==> config.mk <==
export PLATFORM = sky130hd
export DESIGN_NAME = hilo_muldiv_ctrl_flat
export DESIGN_NICKNAME = d
export VERILOG_FILES = /design/src/rtl/hilo_muldiv_ctrl_pkg.sv /design/src/rtl/hilo_muldiv_ctrl_if.sv /design/src/rtl/hilo_muldiv_ctrl_axis_sender.sv /design/src/rtl/hilo_muldiv_ctrl.sv /design/src/flat_wrapper.sv
export SDC_FILE = /design/constraint.sdc
export NUM_CORES = 2
export LEC_CHECK = 0
export CAP_MARGIN = 20
export CORE_ASPECT_RATIO = 0.5
export CORE_MARGIN = 5
export CORE_UTILIZATION = 50
export DETAILED_ROUTE_END_ITERATION = 8
export HOLD_SLACK_MARGIN = 0.08
export PLACE_DENSITY = 0.69
export SLEW_MARGIN = 20
export SYNTH_ARGS = -nofsm -noshare
export SYNTH_HDL_FRONTEND = slang
export SYNTH_SLANG_ARGS = --single-unit
==> constraint.sdc <==
create_clock -name clk -period 6.32 [get_ports clk]
set_clock_uncertainty 0.2 [all_clocks]
set_input_delay 1.58 -clock clk [delete_from_list [all_inputs] [get_ports clk]]
set_output_delay 1.58 -clock clk [all_outputs]
set_load 0.05 [all_outputs]
==> src/rtl/hilo_muldiv_ctrl_pkg.sv <==
// Shared definitions for the EXE-stage multiply/divide controller:
// op one-hot bit positions, controller states and the default data width.
package cpu_defs;

    localparam int unsigned DW = 32;

    localparam int unsigned OP_W     = 6;
    localparam int unsigned OP_DIV   = 0;
    localparam int unsigned OP_DIVU  = 1;
    localparam int unsigned OP_MULT  = 2;
    localparam int unsigned OP_MULTU = 3;
    localparam int unsigned OP_MTHI  = 4;
    localparam int unsigned OP_MTLO  = 5;

    typedef enum logic [1:0] {
        S_IDLE,
        S_SEND,
        S_WAIT,
        S_DRAIN
    } state_t;

    function automatic logic is_onehot(input logic [OP_W-1:0] v);
        return (v != '0) && ((v & (v - 1'b1)) == '0);
    endfunction

endpackage

==> src/rtl/hilo_muldiv_ctrl_if.sv <==
// Request, HI/LO readback and divider AXI-stream signals of the mul/div controller.
interface hilo_muldiv_ctrl_if #(
    parameter int unsigned DW = cpu_defs::DW
);
    logic              req_valid;
    logic              req_ready;
    logic [5:0]        req_op;
    logic [DW-1:0]     req_rs;
    logic [DW-1:0]     req_rt;
    logic              flush;
    logic              done;
    logic              busy;
    logic [DW-1:0]     hi_rdata;
    logic [DW-1:0]     lo_rdata;
    logic              div_signed;
    logic              divisor_tvalid;
    logic              divisor_tready;
    logic [DW-1:0]     divisor_tdata;
    logic              dividend_tvalid;
    logic              dividend_tready;
    logic [DW-1:0]     dividend_tdata;
    logic              dout_tvalid;
    logic [2*DW-1:0]   dout_tdata;

    modport slave (
        input  req_valid, req_op, req_rs, req_rt, flush,
               divisor_tready, dividend_tready, dout_tvalid, dout_tdata,
        output req_ready, done, busy, hi_rdata, lo_rdata, div_signed,
               divisor_tvalid, divisor_tdata, dividend_tvalid, dividend_tdata
    );

    modport master (
        output req_valid, req_op, req_rs, req_rt, flush,
               divisor_tready, dividend_tready, dout_tvalid, dout_tdata,
        input  req_ready, done, busy, hi_rdata, lo_rdata, div_signed,
               divisor_tvalid, divisor_tdata, dividend_tvalid, dividend_tdata
    );

endinterface

==> src/rtl/hilo_muldiv_ctrl_axis_sender.sv <==
// One divider input channel: raises tvalid on start, holds it until the
// handshake, and remembers that the beat has been sent.
module hilo_axis_sender (
    input  logic clk,
    input  logic reset,
    input  logic start,
    input  logic tready,
    output logic tvalid,
    output logic complete
);

    logic sent;

    always_ff @(posedge clk or posedge reset) begin
        if (reset) begin
            tvalid <= 1'b0;
            sent   <= 1'b0;
        end else if (start) begin
            tvalid <= 1'b1;
            sent   <= 1'b0;
        end else if (tvalid && tready) begin
            tvalid <= 1'b0;
            sent   <= 1'b1;
        end
    end

    // True once the beat is delivered, including the handshake cycle itself.
    assign complete = sent || (tvalid && tready);

endmodule

==> src/rtl/hilo_muldiv_ctrl.sv <==
// EXE-stage multiply/divide sequencer owning HI/LO; multiplies inline,
// divides through a two-channel AXI-stream divider IP.
module hilo_muldiv_ctrl #(
    parameter int unsigned DW = cpu_defs::DW
) (
    input logic               clk,
    input logic               reset,
    hilo_muldiv_ctrl_if.slave bus
);
    import cpu_defs::*;

    state_t          state, state_next;
    logic [DW-1:0]   hi, lo;
    logic [DW-1:0]   dividend_q, divisor_q;
    logic            done_q, div_signed_q, kill_q;
    logic            accept, start_div, mul_signed;
    logic            wr_mul, wr_mthi, wr_mtlo, wr_div;
    logic            divisor_tvalid, dividend_tvalid;
    logic            divisor_complete, dividend_complete;
    logic [2*DW-1:0] ext_rs, ext_rt, product;

    assign accept    = bus.req_valid && (state == S_IDLE) && !bus.flush
                       && is_onehot(bus.req_op);
    assign start_div = accept && (bus.req_op[OP_DIV] || bus.req_op[OP_DIVU]);

    assign mul_signed = bus.req_op[OP_MULT];
    assign ext_rs     = {{DW{mul_signed & bus.req_rs[DW-1]}}, bus.req_rs};
    assign ext_rt     = {{DW{mul_signed & bus.req_rt[DW-1]}}, bus.req_rt};
    assign product    = ext_rs * ext_rt;

    hilo_axis_sender u_divisor (
        .clk      (clk),
        .reset    (reset),
        .start    (start_div),
        .tready   (bus.divisor_tready),
        .tvalid   (divisor_tvalid),
        .complete (divisor_complete)
    );

    hilo_axis_sender u_dividend (
        .clk      (clk),
        .reset    (reset),
        .start    (start_div),
        .tready   (bus.dividend_tready),
        .tvalid   (dividend_tvalid),
        .complete (dividend_complete)
    );

    always_ff @(posedge clk or posedge reset) begin
        if (reset) begin
            state <= S_IDLE;
        end else begin
            state <= state_next;
        end
    end

    always_comb begin
        state_next = state;
        wr_mul     = 1'b0;
        wr_mthi    = 1'b0;
        wr_mtlo    = 1'b0;
        wr_div     = 1'b0;
        unique case (state)
            S_IDLE: begin
                wr_mul  = accept && (bus.req_op[OP_MULT] || bus.req_op[OP_MULTU]);
                wr_mthi = accept && bus.req_op[OP_MTHI];
                wr_mtlo = accept && bus.req_op[OP_MTLO];
                if (start_div) state_next = S_SEND;
            end
            S_SEND: begin
                // A flush here must not strand a half-sent operand pair in the IP.
                if (divisor_complete && dividend_complete)
                    state_next = (kill_q || bus.flush) ? S_DRAIN : S_WAIT;
            end
            S_WAIT: begin
                if (bus.flush) begin
                    state_next = S_DRAIN;
                end else if (bus.dout_tvalid) begin
                    wr_div     = 1'b1;
                    state_next = S_IDLE;
                end
            end
            S_DRAIN: begin
                if (bus.dout_tvalid) state_next = S_IDLE;
            end
            default: state_next = S_IDLE;
        endcase
    end

    always_ff @(posedge clk or posedge reset) begin
        if (reset) begin
            hi           <= '0;
            lo           <= '0;
            done_q       <= 1'b0;
            kill_q       <= 1'b0;
            div_signed_q <= 1'b0;
            dividend_q   <= '0;
            divisor_q    <= '0;
        end else begin
            done_q <= wr_mul || wr_mthi || wr_mtlo || wr_div;
            kill_q <= (state == S_SEND) && (state_next == S_SEND) && (kill_q || bus.flush);
            if (wr_mul) {hi, lo} <= product;
            if (wr_mthi) hi <= bus.req_rs;
            if (wr_mtlo) lo <= bus.req_rs;
            if (wr_div) begin
                lo <= bus.dout_tdata[2*DW-1:DW];
                hi <= bus.dout_tdata[DW-1:0];
            end
            if (start_div) begin
                dividend_q   <= bus.req_rs;
                divisor_q    <= bus.req_rt;
                div_signed_q <= bus.req_op[OP_DIV];
            end
        end
    end

    assign bus.req_ready       = (state == S_IDLE);
    assign bus.done            = done_q;
    assign bus.busy            = (state != S_IDLE) || done_q;
    assign bus.hi_rdata        = hi;
    assign bus.lo_rdata        = lo;
    assign bus.div_signed      = div_signed_q;
    assign bus.divisor_tvalid  = divisor_tvalid;
    assign bus.divisor_tdata   = divisor_q;
    assign bus.dividend_tvalid = dividend_tvalid;
    assign bus.dividend_tdata  = dividend_q;

endmodule

==> src/flat_wrapper.sv <==
// flat-port wrapper written by rule: the top's interface ports become plain ports
module hilo_muldiv_ctrl_flat import cpu_defs::*;
#(
    parameter int unsigned DW = cpu_defs::DW
)
  (clk, reset, bus_req_valid, bus_req_op, bus_req_rs, bus_req_rt, bus_flush, bus_divisor_tready, bus_dividend_tready, bus_dout_tvalid, bus_dout_tdata, bus_req_ready, bus_done, bus_busy, bus_hi_rdata, bus_lo_rdata, bus_div_signed, bus_divisor_tvalid, bus_divisor_tdata, bus_dividend_tvalid, bus_dividend_tdata);
  hilo_muldiv_ctrl_if #(.DW(DW)) bus_i ();
  input logic clk;
  input logic reset;
  input wire logic [$bits(bus_i.req_valid)-1:0] bus_req_valid;
  input wire logic [$bits(bus_i.req_op)-1:0] bus_req_op;
  input wire logic [$bits(bus_i.req_rs)-1:0] bus_req_rs;
  input wire logic [$bits(bus_i.req_rt)-1:0] bus_req_rt;
  input wire logic [$bits(bus_i.flush)-1:0] bus_flush;
  input wire logic [$bits(bus_i.divisor_tready)-1:0] bus_divisor_tready;
  input wire logic [$bits(bus_i.dividend_tready)-1:0] bus_dividend_tready;
  input wire logic [$bits(bus_i.dout_tvalid)-1:0] bus_dout_tvalid;
  input wire logic [$bits(bus_i.dout_tdata)-1:0] bus_dout_tdata;
  output wire logic [$bits(bus_i.req_ready)-1:0] bus_req_ready;
  output wire logic [$bits(bus_i.done)-1:0] bus_done;
  output wire logic [$bits(bus_i.busy)-1:0] bus_busy;
  output wire logic [$bits(bus_i.hi_rdata)-1:0] bus_hi_rdata;
  output wire logic [$bits(bus_i.lo_rdata)-1:0] bus_lo_rdata;
  output wire logic [$bits(bus_i.div_signed)-1:0] bus_div_signed;
  output wire logic [$bits(bus_i.divisor_tvalid)-1:0] bus_divisor_tvalid;
  output wire logic [$bits(bus_i.divisor_tdata)-1:0] bus_divisor_tdata;
  output wire logic [$bits(bus_i.dividend_tvalid)-1:0] bus_dividend_tvalid;
  output wire logic [$bits(bus_i.dividend_tdata)-1:0] bus_dividend_tdata;
  assign bus_i.req_valid = bus_req_valid;
  assign bus_i.req_op = bus_req_op;
  assign bus_i.req_rs = bus_req_rs;
  assign bus_i.req_rt = bus_req_rt;
  assign bus_i.flush = bus_flush;
  assign bus_i.divisor_tready = bus_divisor_tready;
  assign bus_i.dividend_tready = bus_dividend_tready;
  assign bus_i.dout_tvalid = bus_dout_tvalid;
  assign bus_i.dout_tdata = bus_dout_tdata;
  assign bus_req_ready = bus_i.req_ready;
  assign bus_done = bus_i.done;
  assign bus_busy = bus_i.busy;
  assign bus_hi_rdata = bus_i.hi_rdata;
  assign bus_lo_rdata = bus_i.lo_rdata;
  assign bus_div_signed = bus_i.div_signed;
  assign bus_divisor_tvalid = bus_i.divisor_tvalid;
  assign bus_divisor_tdata = bus_i.divisor_tdata;
  assign bus_dividend_tvalid = bus_i.dividend_tvalid;
  assign bus_dividend_tdata = bus_i.dividend_tdata;
  hilo_muldiv_ctrl #(.DW(DW)) u_core (.clk(clk), .reset(reset), .bus(bus_i));
endmodule
==> results_dict.tcl <==
set metrics [dict create \
    outcome "complete, but fails checks" \
    violations "setup timing" \
    cp_common_cell "fa_1" \
    nets 7119 \
    port_buffers 274 \
    whs_ns 0.283 \
    arrival_ns 8.88 \
    area_growth_pct 34.6 \
    hold_viol 0 \
    grt_use_total 0.351 \
    criticalPathCategory "in2reg" \
    dp.cells 6522 \
    cts.path.max_buffers 2 \
    rsz0062_at_grt "true" \
    crit_path_top_delay_cell "fa_1" \
    worst_pin_slew_ns 1.08 \
    grt_pass1_wl_mm 249 \
    fin_crit_sh 1.38 \
    crit_path_end_kind "flip-flop" \
    hold_class "reg2reg" \
    syn_nets 6301 \
    fin_ws_ns -2.39 \
    cts_tree "done" \
    max_freq_mhz 115 \
    seq_area_frac_synth 0.0775 \
    drive_above_1_share 0.265 \
    cp-start-kind "input pin" \
    clockRootBuffer "clkbuf_16" \
    viasPerCell 5.62 \
    finalInstanceArea_sq_um 59600 \
    post-route-min-period_ns 8.71 \
    slew_viol_final 0 \
    synth_flop_cell "dfrtp_1" \
    setup_viol 54 \
    hpwl_mm 116 \
    async_flop_share 1.00 \
    placed_cell_area_sq_um 53100 \
    crit_path_max_fanout 6 \
    gp_congestion 1.01 \
    cts.sinks 137 \
    pre_cts_slack_ns -3.55 \
    io_pins 275 \
    die_x_microns 431 \
    synthCells 4823 \
    start_util 0.502 \
    avgSynthCellArea_sq_um 9.17 \
    critPathTopFamily "adder cells" \
    drc 0 \
    first_pass_iters 6 \
    grt_max_degree 90 \
    stdcell_count 6843 \
    clkSlewWorstSetupHoldPaths_ns 0.08 \
    ctsHtreeMaxLevel 4 \
    yosys_register_bits 137 \
    drtAntennaViolNets 0 \
    grt_pass1_vias 42474 \
    core_sq_um 88100 \
    crit_buf_inv 7 \
    yosys.cell_types.count 73 \
    max_stage_delay_ns 0.61 \
    insertion_delay_ns 0.48 \
    globalRouteOverflowTotal 0 \
    cp.required_ns 6.50 \
    wl_per_cell_microns 24.5 \
    syn_area_sq_um 44200 \
    r2r_slack_ns 2.97 \
    wl_mm 168 \
    cts_buffers 17 \
    via_count 38442 \
    max_cap_violations 0 \
    slew_headroom 0.280 \
    die_area_sq_um 94900 \
    yosysWarnings 0 \
    synth_edf_count 0 \
    drt_iter0_drc 3676 \
    core.rowCount 77 \
    antenna_found_initial 11 \
    die_height_microns 220 \
]
==> synth_stat cells (6+ instances only) <==
library cell  instances  area [sq um]
a211oi_1              8          60.1
a21o_1               18           135
a21oi_1             123           616
a31oi_1              14          87.6
a32o_1                6          60.1
and2_1              363          2270
and3_1               24           150
buf_1                 8          30.0
buf_2                21           105
clkbuf_1            277          1040
dfrtp_1             137          3430
fa_1               1125         22500
ha_1                212          2650
inv_1              1111          4170
mux2_2               64           721
nand2_1             832          3120
nand2b_1              6          37.5
nand3_1              23           115
nand4_1              16           100
nor2_1               84           315
nor2b_1              10          62.6
nor3_1                9          45.0
o211ai_1             24           180
o21ai_0             122           611
o21bai_1             18           135
o22ai_1               9          56.3
or2_2                11          68.8
xnor2_1              47           412
xor2_1               26           228
==> metrics by stage <==
| step | TNS [ns] | util |
|---|---|---|
| floorplan | -92.91 | - |
| global placement | -158.17 | 0.603 |
| detailed placement | -164.48 | 0.603 |
| CTS | -94.38 | 0.663 |
| global route | -113.77 | 0.676 |
| finish | -103.63 | 0.676 |
==> repair_timing <==
action / CTS / global route
gates cloned: 42 / 2
pin swaps: 374 / 189
endpoints found under the setup margin: 57 / 57
resized for setup: 802 / 204
buffers inserted: 202 / 54
hold buffers: 0 / 0
==> final cells by class <==
class / instances / area (sq um)
antenna: 4 / 10.0
clock buffer: 17 / 425
clock inverter: 15 / 171
fill: 6234 / 28500
inverter: 1111 / 4190
multi-input combinational: 3268 / 37900
sequential: 137 / 3430
tap: 1185 / 1480
timing repair buffer: 1106 / 12000
==> cells in the final DEF (no fill, tap or decap), types with 12 or more instances in the layout <==
cell type	count
a21o_1	16
a21oi_1	78
a21oi_2	34
a21oi_4	13
and2_1	307
and2_4	56
and3_1	15
buf_12	124
buf_16	28
buf_4	563
buf_6	119
buf_8	23
bufbuf_16	15
clkbuf_16	19
clkdlybuf4s50_1	209
dfrtp_1	137
fa_1	1048
fa_2	77
ha_1	160
ha_4	52
inv_1	1023
inv_2	81
mux2_2	64
nand2_1	793
nand2_2	27
nand2_4	12
nand3_1	16
nand4_1	16
nor2_1	75
o211ai_1	24
o21ai_0	32
o21ai_1	63
o21ai_2	19
o21bai_1	13
xnor2_1	29
xnor2_2	17
xor2_1	15
==> sequential cells by signal, indices dropped and copies added (netlist names), 2 cells and up <==
signal                     cells
u_core.bus.dividend_tdata     32
u_core.bus.divisor_tdata      32
u_core.bus.hi_rdata           32
u_core.bus.lo_rdata           32
u_core.state                   2
==> worst min-delay path, cell delays in order (launching register included) <==
cell,delay [ns]
dfrtp_1,0.35
nand2_1,0.05
nand2_1,0.05
==> cells by family after synthesis <==
family,count (synthesis),share of synthesized area
xor+xnor,73,0.0145
simple gates,1396,0.146
compound gates,398,0.0562
mux,64,0.0163
buf+inv,1418,0.121
fa+ha+maj,1337,0.569
flops,137,0.0775
==> per-layer routing <==
layer	share of wire	track usage	up-vias
met2	0.45	0.562	2302
met1	0.34	0.414	19622
li1	-	-	15727
met3	0.11	0.101	781
met4	0.091	0.242	10
met5	0.00038	0.00745	-
==> path summary, 6_finish.rpt <==
check / endpoint / startpoint / cells after the start
max: u_core.bus.hi_rdata[20]$_DFFE_PP0P_ / bus_req_rt[29] / 27
min: u_core.bus.lo_rdata[29]$_DFFE_PP0P_ / u_core.bus.lo_rdata[29]$_DFFE_PP0P_ / 2
max reg2reg: u_core.bus.hi_rdata[29]$_DFFE_PP0P_ / u_core.state[1]$_DFF_PP0_ / 8
min reg2reg: u_core.bus.lo_rdata[29]$_DFFE_PP0P_ / u_core.bus.lo_rdata[29]$_DFFE_PP0P_ / 2
max in group asynchronous: u_core.bus.divisor_tdata[16]$_DFFE_PP0P_ / reset / 3
min in group asynchronous: u_core.bus.hi_rdata[25]$_DFFE_PP0P_ / reset / 2
Power is not shown: default switching activity piles up to over one toggle a cycle in this logic, so the estimate is an artifact.
